**src/rtl/lfsr_pkg.sv**
```systemverilog
// Shared definitions for the LFSR stage and its consumers: monitor FSM
// encodings, default width and the maximal 8-bit period constant.
package lfsr_pkg;

    typedef enum logic [2:0] {
        ST_IDLE    = 3'd0,
        ST_CAPTURE = 3'd1,
        ST_RUN     = 3'd2,
        ST_DONE    = 3'd3,
        ST_ERR     = 3'd4
    } mon_state_t;

    localparam int unsigned LFSR_WIDTH         = 8;
    localparam int unsigned LFSR_MAX_PERIOD_W8 = 255;

endpackage

```
**src/rtl/lfsr_seen_map.sv**
```systemverilog
// One-bit-per-value bitmap recording which LFSR values have been observed;
// synchronous clear and set, combinational query.
module lfsr_seen_map #(
    parameter int unsigned WIDTH = 8
) (
    input  logic             clk,
    input  logic             rst,
    input  logic             clr,
    input  logic             set_en,
    input  logic [WIDTH-1:0] set_addr,
    input  logic [WIDTH-1:0] query_addr,
    output logic             hit
);

    logic [(2**WIDTH)-1:0] map_q;

    always_ff @(posedge clk or posedge rst) begin
        if (rst) begin
            map_q <= '0;
        end else if (clr) begin
            map_q <= '0;
        end else if (set_en) begin
            map_q[set_addr] <= 1'b1;
        end
    end

    assign hit = map_q[query_addr];

endmodule

```
**src/rtl/lfsr_period_monitor.sv**
```systemverilog
// Measures the period of an LFSR stream: latches the first valid sample as seed
// and counts valid samples until it returns. Optional duplicate detection via LFSR_PERIOD_MON_DUP_EN.
module lfsr_period_monitor
    import lfsr_pkg::*;
#(
    parameter int unsigned WIDTH = LFSR_WIDTH,
    parameter int unsigned CNT_W = WIDTH + 1
) (
    input  logic             clk,
    input  logic             rst,
    input  logic             start,
    input  logic [WIDTH-1:0] sample,
    input  logic             sample_valid,
    output logic             busy,
    output logic             done,
    output logic [CNT_W-1:0] period,
    output logic [WIDTH-1:0] seed,
    output logic             err_zero,
    output logic             err_timeout,
    output logic             err_dup
);

    // Counter value at which the next non-matching sample is the 2^WIDTH-th.
    localparam logic [CNT_W-1:0] LAST_CNT = CNT_W'((1 << WIDTH) - 1);

    mon_state_t       state_q, state_nxt;
    logic [CNT_W-1:0] cnt_q, cnt_nxt;
    logic [WIDTH-1:0] seed_q, seed_nxt;
    logic [CNT_W-1:0] period_q, period_nxt;
    logic             done_q, done_nxt;
    logic             ez_q, ez_nxt;
    logic             et_q, et_nxt;

`ifdef LFSR_PERIOD_MON_DUP_EN
    logic ed_q, ed_nxt;
    logic map_clr, map_set, map_hit;

    lfsr_seen_map #(.WIDTH(WIDTH)) u_seen_map (
        .clk        (clk),
        .rst        (rst),
        .clr        (map_clr),
        .set_en     (map_set),
        .set_addr   (sample),
        .query_addr (sample),
        .hit        (map_hit)
    );
`endif

    always_ff @(posedge clk or posedge rst) begin
        if (rst) begin
            state_q  <= ST_IDLE;
            cnt_q    <= '0;
            seed_q   <= '0;
            period_q <= '0;
            done_q   <= 1'b0;
            ez_q     <= 1'b0;
            et_q     <= 1'b0;
`ifdef LFSR_PERIOD_MON_DUP_EN
            ed_q     <= 1'b0;
`endif
        end else begin
            state_q  <= state_nxt;
            cnt_q    <= cnt_nxt;
            seed_q   <= seed_nxt;
            period_q <= period_nxt;
            done_q   <= done_nxt;
            ez_q     <= ez_nxt;
            et_q     <= et_nxt;
`ifdef LFSR_PERIOD_MON_DUP_EN
            ed_q     <= ed_nxt;
`endif
        end
    end

    always_comb begin
        state_nxt  = state_q;
        cnt_nxt    = cnt_q;
        seed_nxt   = seed_q;
        period_nxt = period_q;
        done_nxt   = done_q;
        ez_nxt     = ez_q;
        et_nxt     = et_q;
`ifdef LFSR_PERIOD_MON_DUP_EN
        ed_nxt     = ed_q;
        map_clr    = 1'b0;
        map_set    = 1'b0;
`endif
        case (state_q)
            ST_IDLE, ST_DONE, ST_ERR: begin
                if (start) begin
                    state_nxt  = ST_CAPTURE;
                    cnt_nxt    = '0;
                    period_nxt = '0;
                    done_nxt   = 1'b0;
                    ez_nxt     = 1'b0;
                    et_nxt     = 1'b0;
`ifdef LFSR_PERIOD_MON_DUP_EN
                    ed_nxt     = 1'b0;
                    map_clr    = 1'b1;
`endif
                end
            end
            ST_CAPTURE: begin
                if (sample_valid) begin
                    if (sample == '0) begin
                        ez_nxt    = 1'b1;
                        state_nxt = ST_ERR;
                    end else begin
                        seed_nxt  = sample;
                        cnt_nxt   = '0;
                        state_nxt = ST_RUN;
`ifdef LFSR_PERIOD_MON_DUP_EN
                        map_set   = 1'b1;
`endif
                    end
                end
            end
            ST_RUN: begin
                if (sample_valid) begin
                    if (sample == '0) begin
                        ez_nxt    = 1'b1;
                        state_nxt = ST_ERR;
                    end
`ifdef LFSR_PERIOD_MON_DUP_EN
                    else if (map_hit && (sample != seed_q)) begin
                        ed_nxt    = 1'b1;
                        state_nxt = ST_ERR;
                    end
`endif
                    else if (sample == seed_q) begin
                        period_nxt = cnt_q + CNT_W'(1);
                        done_nxt   = 1'b1;
                        state_nxt  = ST_DONE;
                    end else if (cnt_q == LAST_CNT) begin
                        et_nxt    = 1'b1;
                        state_nxt = ST_ERR;
                    end else begin
                        cnt_nxt = cnt_q + CNT_W'(1);
`ifdef LFSR_PERIOD_MON_DUP_EN
                        map_set = 1'b1;
`endif
                    end
                end
            end
            default: state_nxt = ST_IDLE;
        endcase
    end

    assign busy        = (state_q == ST_CAPTURE) || (state_q == ST_RUN);
    assign done        = done_q;
    assign period      = period_q;
    assign seed        = seed_q;
    assign err_zero    = ez_q;
    assign err_timeout = et_q;
`ifdef LFSR_PERIOD_MON_DUP_EN
    assign err_dup     = ed_q;
`else
    assign err_dup     = 1'b0;
`endif

endmodule

```
**config.mk**
```make
export PLATFORM = sky130hd
export DESIGN_NAME = lfsr_period_monitor
export DESIGN_NICKNAME = d
export VERILOG_FILES = /design/src/rtl/lfsr_pkg.sv /design/src/rtl/lfsr_seen_map.sv /design/src/rtl/lfsr_period_monitor.sv
export SDC_FILE = /design/constraint.sdc
export NUM_CORES = 1
export LEC_CHECK = 0
export CAP_MARGIN = 40
export CORE_MARGIN = 2
export CORE_UTILIZATION = 60
export DETAILED_ROUTE_END_ITERATION = 12
export DONT_BUFFER_PORTS = 1
export GPL_TIMING_DRIVEN = 0
export PLACE_DENSITY_LB_ADDON = 0.2
export SLEW_MARGIN = 20
export SYNTH_ARGS = -nofsm -noshare
export SYNTH_HDL_FRONTEND = slang
export SYNTH_SLANG_ARGS = --single-unit
```
**constraint.sdc**
```tcl
create_clock -name clk -period 6.82 [get_ports clk]
set_clock_uncertainty 0.2 [all_clocks]
set_input_delay 0.682 -clock clk [delete_from_list [all_inputs] [get_ports clk]]
set_output_delay 0.682 -clock clk [all_outputs]
set_load 0.02 [all_outputs]
```
Yosys cells after proc, flatten, opt, wreduce, memory -nomap -nowiden
Index checks and enable logic that the tools add are counted.

Shifts and indexed selects: 0. Divide/modulo/power cells: 0. Multiply operators: 0. Mux-type cells: 33. Order comparisons: 0. Add/subtract/negate cells: 1. Reductions and logical operators: 14. Equality and inequality tests: 18. Bitwise gates (word level): 1.

Operator list (count): $mux 9 (10); $pmux 9 s3 (1); $mux 3 (7); $ne 2x2->1 const B (9); $pmux 9 s2 (1); $mux 1 (10); $add 9x1->9 const B (1); $eq 9x8->1 const B (1); $pmux 3 s3 (1); $eq 8x8->1 (1); $logic_not 8->1 (1); $reduce_and 4->1 (2); $reduce_and 8->1 (1); $eq 3x2->1 const B (2); $pmux 1 s2 (3); $reduce_and 6->1 (1); $reduce_and 5->1 (1); $ne 2x1->1 const B (2); $ne 4x4->1 const B (1); $reduce_bool 2->1 (2); $eq 3x1->1 const B (1); $eq 3x3->1 const B (1); $logic_not 3->1 (1); $reduce_and 3->1 (1); other kinds (5) (5).

Memories: 0. Flip-flop bits (word level): 32. RAM bits: 0. Output and inout port bits: 22. Bits of input ports: 12. Bits in read-only memories: 0. Bits in latches: 0. Logic and storage cells: 74.

Depth between registers and ports, before layout
Word-level depth: 6. Mapped depth: 9. Mapped depth without buffers: 9.

Worst setup path before layout
OpenSTA, ideal clock, no wires.

Path type: register to register. From: reg cnt_q[0]. To: reg cnt_q[1]. Path slack: 4.135 ns. Data required time: 6.495 ns. Buffers on the path: 0. Clock period less this slack: 2.685 ns. Stages on the path, launching flop included: 10. Setup time: 0.125 ns. Data arrival time: 2.360 ns. Cell sequence: dfrtp_1 ha_1 and3_1 and3_1 and3_1 ha_1 nor3_2 o32ai_1 a21oi_1 mux2_2.

Cells in the longest elaborated chain, start to end: 6. Elaborated cells on any way between the ends: 9. Those cells by class: add/sub (1); eq/ne (2); mux (5); reduce/logical (1).

RTL lines: from (decl) (line lfsr_period_monitor.sv:27) `logic [CNT_W-1:0] cnt_q, cnt_nxt;`; from (signal assigned) (line lfsr_period_monitor.sv:63) `cnt_q <= cnt_nxt;`; $add 9x1->9 (line lfsr_period_monitor.sv:138) `cnt_nxt = cnt_q + CNT_W'(1);`; $mux 9 (line lfsr_period_monitor.sv:134) `end else if (cnt_q == LAST_CNT) begin`; $mux 9 (line lfsr_period_monitor.sv:130) `else if (sample == seed_q) begin`; $mux 9 (line lfsr_period_monitor.sv:120) `if (sample == '0) begin`; $mux 9 (line lfsr_period_monitor.sv:119) `if (sample_valid) begin`; $pmux 9 s3 (line lfsr_period_monitor.sv:88) `case (state_q)`.

Parallel ways exist; a longest one is shown, timed or not. The select of a mux whose other input is x is not followed. A chain may end at the register's enable or synchronous reset.

Worst setup path in the final report
Same ends and word-level chain as after synthesis.

==> metrics <==
Yosys cell types 44; Pre-antenna DRT Iters 4; post-synthesis sequential area ratio 45.71%; via count 1,355; Leak 0.0007598 µW; fraction of layout cells with a size suffix above 1 13.97%; CTS buffer count 5; clock latency on the worst-skew pair roughly 0.33 ns; total number of yosys warnings 0; first-pass GRT wire length 6.196 mm; CTS Sinks 32; Slew @ Worst Pin 0.7258 ns; IO buf count 0; Tot GR Track Use 24.57%; final net count 194; Hold WC Path Type in -> async; Seq cells post-synth 32; instance area at placement 1790 µm²; top area cells in the synthesized netlist dfrtp_1, mux2_2, xnor2_1; Primary FF master, synth dfrtp_1; vias in the first global route 1,353; post-CTS resize count 0; Syn Inst Count about 170; syn nets 187; Power per Cell Area 340.1 nW/µm²; Final Wtd Congestion approximately 0.8; row cnt 19; Clock transition at path regs about 0.090 ns; DP Wirelength 2.515 mm; Ports 34; Core Region 2758 µm²; Post-CTS Repair Setup Buffers 0; Final Max Tran Viols 0; CP Launch Type flip-flop; Final Hold Vio Count 0; largest net degree at the start of global routing 33; die height ~58 µm; crit path capture type flip-flop; count leader, synth dfrtp_1; hold_buf cts 0; Crit path required time 6.85 ns; status complete, no violations; FMAX 336.9 MHz; Crit path largest cell delay 0.45 ns; critical path class reg -> reg; antenna viol nets, final 0; Max-cap violations 0; wire length per cell approximately 17 µm; Top cell by count, worst path and3_1; Max Fanout on Critical Path 6; Critical-path top delay cell dfrtp_1; Design Area, Final 1837 µm²; ys async rst share 100.0%; Root Driver clkbuf_4; Post-synth EDFFs 0; Longest Clk Path Bufs 2; GRT overflow 0; Setup TNS 0 ns; final setup violating endpoints 0; Design Power 624.7 µW; ant diodes 0; fin crit period 2.968 ns; Chip Width between 50 and 60 µm; Die ar. 3367 µm²; H-tree Lvls 2; initial DRC count 31; WP buf/inv 0; initial antenna violation count 0; Synth Area per Inst 10.18 µm²; RSZ-0062 raised after global routing no; Via-to-Cell Ratio 6.452; synthesized area 1752 µm²; final worst-path cycle share 43.52%; worst rel slew slack slightly above 50%; initial core utilization 63.52%; CTS tree done; WL final ~3.5 mm; Area Growth Syn to Fin 4.857%; VDD IR max 0.2721 mV; most common library cells after synthesis dfrtp_1, xnor2_1, nand2_1; post-synth top area cell dfrtp_1; CP top delay family simple AND/OR/NAND/NOR gates; fin util 66.61%; Worst Path Arrival 2.99 ns; cell chain of the critical path ha_1 -> and3_1 -> and3_1 -> and3_1 -> ha_1 -> nor3_2 -> o32ai_1 -> a21oi_1 -> mux2_2; top-area cell type share of the netlist area 45.71%; # DRC 0
## registers in the layout (all words and copies together) (netlist names)
name and cells:
period 9, err_timeout 1, seed 8, cnt_q 9, err_zero 1, done 1, state_q 3
## kinds of logic after synthesis
kind of cell	synth area share, %
compound gates	16.00
other cells	0.2141
buf+inv	2.643
fa+ha+maj	2.143
xor+xnor	7.500
mux	7.643
flops	45.71
simple gates	18.14
## metal layers
metal / routed length (µm) / share of wire (%) / up-vias / track usage, %
met4: 76 / 2.2 / 0 / 11.63
met1: 1612 / 46 / 667 / 32.84
met3: 185 / 5.3 / 9 / 6.696
li1: - / - / 642 / -
met5: 0 / 0 / - / 0
met2: 1634 / 47 / 37 / 37.34
## final cells by class
cell class / instances / area, µm²
multi-input combinational: 129 / 904.6
tap: 31 / 38.79
fill: 228 / 920.9
clock inverter: 1 / 5.005
clock buffer: 6 / 41.29
buffer: 7 / 31.28
inverter: 4 / 15.01
sequential: 32 / 800.8
## cells in the final DEF, fill, tap and decap left out, types with 2 or more instances in the layout
cell type / n
inv_1: 3
a21oi_1: 5
nor2b_1: 2
or3_1: 2
nand3_1: 5
o211ai_1: 2
nor4_1: 2
nand2b_1: 3
and2_1: 3
a22o_1: 3
o22a_1: 4
clkbuf_4: 5
nor2_1: 7
xnor2_1: 14
nand4_1: 2
nor3b_1: 2
nand2_1: 13
dfrtp_1: 32
ha_1: 3
o21ai_0: 9
and3_1: 4
o2bb2ai_1: 6
a21o_1: 2
mux2_2: 11
clkbuf_1: 6
nor3_1: 8
## where the power goes
group | internal [µW] | total, µW | switching, µW | leakage [µW]
sequential | 227 | 302 | 75.2 | 0.000425
combinational | 96.4 | 223 | 127 | 0.000306
clock | 37.9 | 99.2 | 61.4 | 0.0000281
## stage by stage
| step | setup WS [ns] | std cells | hold WS, ns |
|---|---|---|---|
| global route | 3.684 | 210 | 0.1569 |
| finish | 3.852 | 210 | 0.1128 |
| CTS | 3.858 | 210 | 0.1306 |
| detailed placement | 3.899 | 203 | 0.3258 |
| floorplan | 4.135 | 172 | 0.2807 |
| global placement | 3.920 | 203 | 0.2922 |
## final timing paths
check | start | endpoint | slack (ns) | depth (start not counted)
worst max-delay path | cnt_q[0] | cnt_q[1] | 3.85 | 9
worst min-delay path | rst | seed[2] | 0.11 | 1
worst max register to register | cnt_q[0] | cnt_q[1] | 3.85 | 9
worst min register to register | cnt_q[8] | cnt_q[8] | 0.34 | 1
max in group asynchronous | rst | cnt_q[2] | 5.88 | 1
min in group clk | start | err_zero | 0.22 | 1
Power figures use the tool's default switching activity.
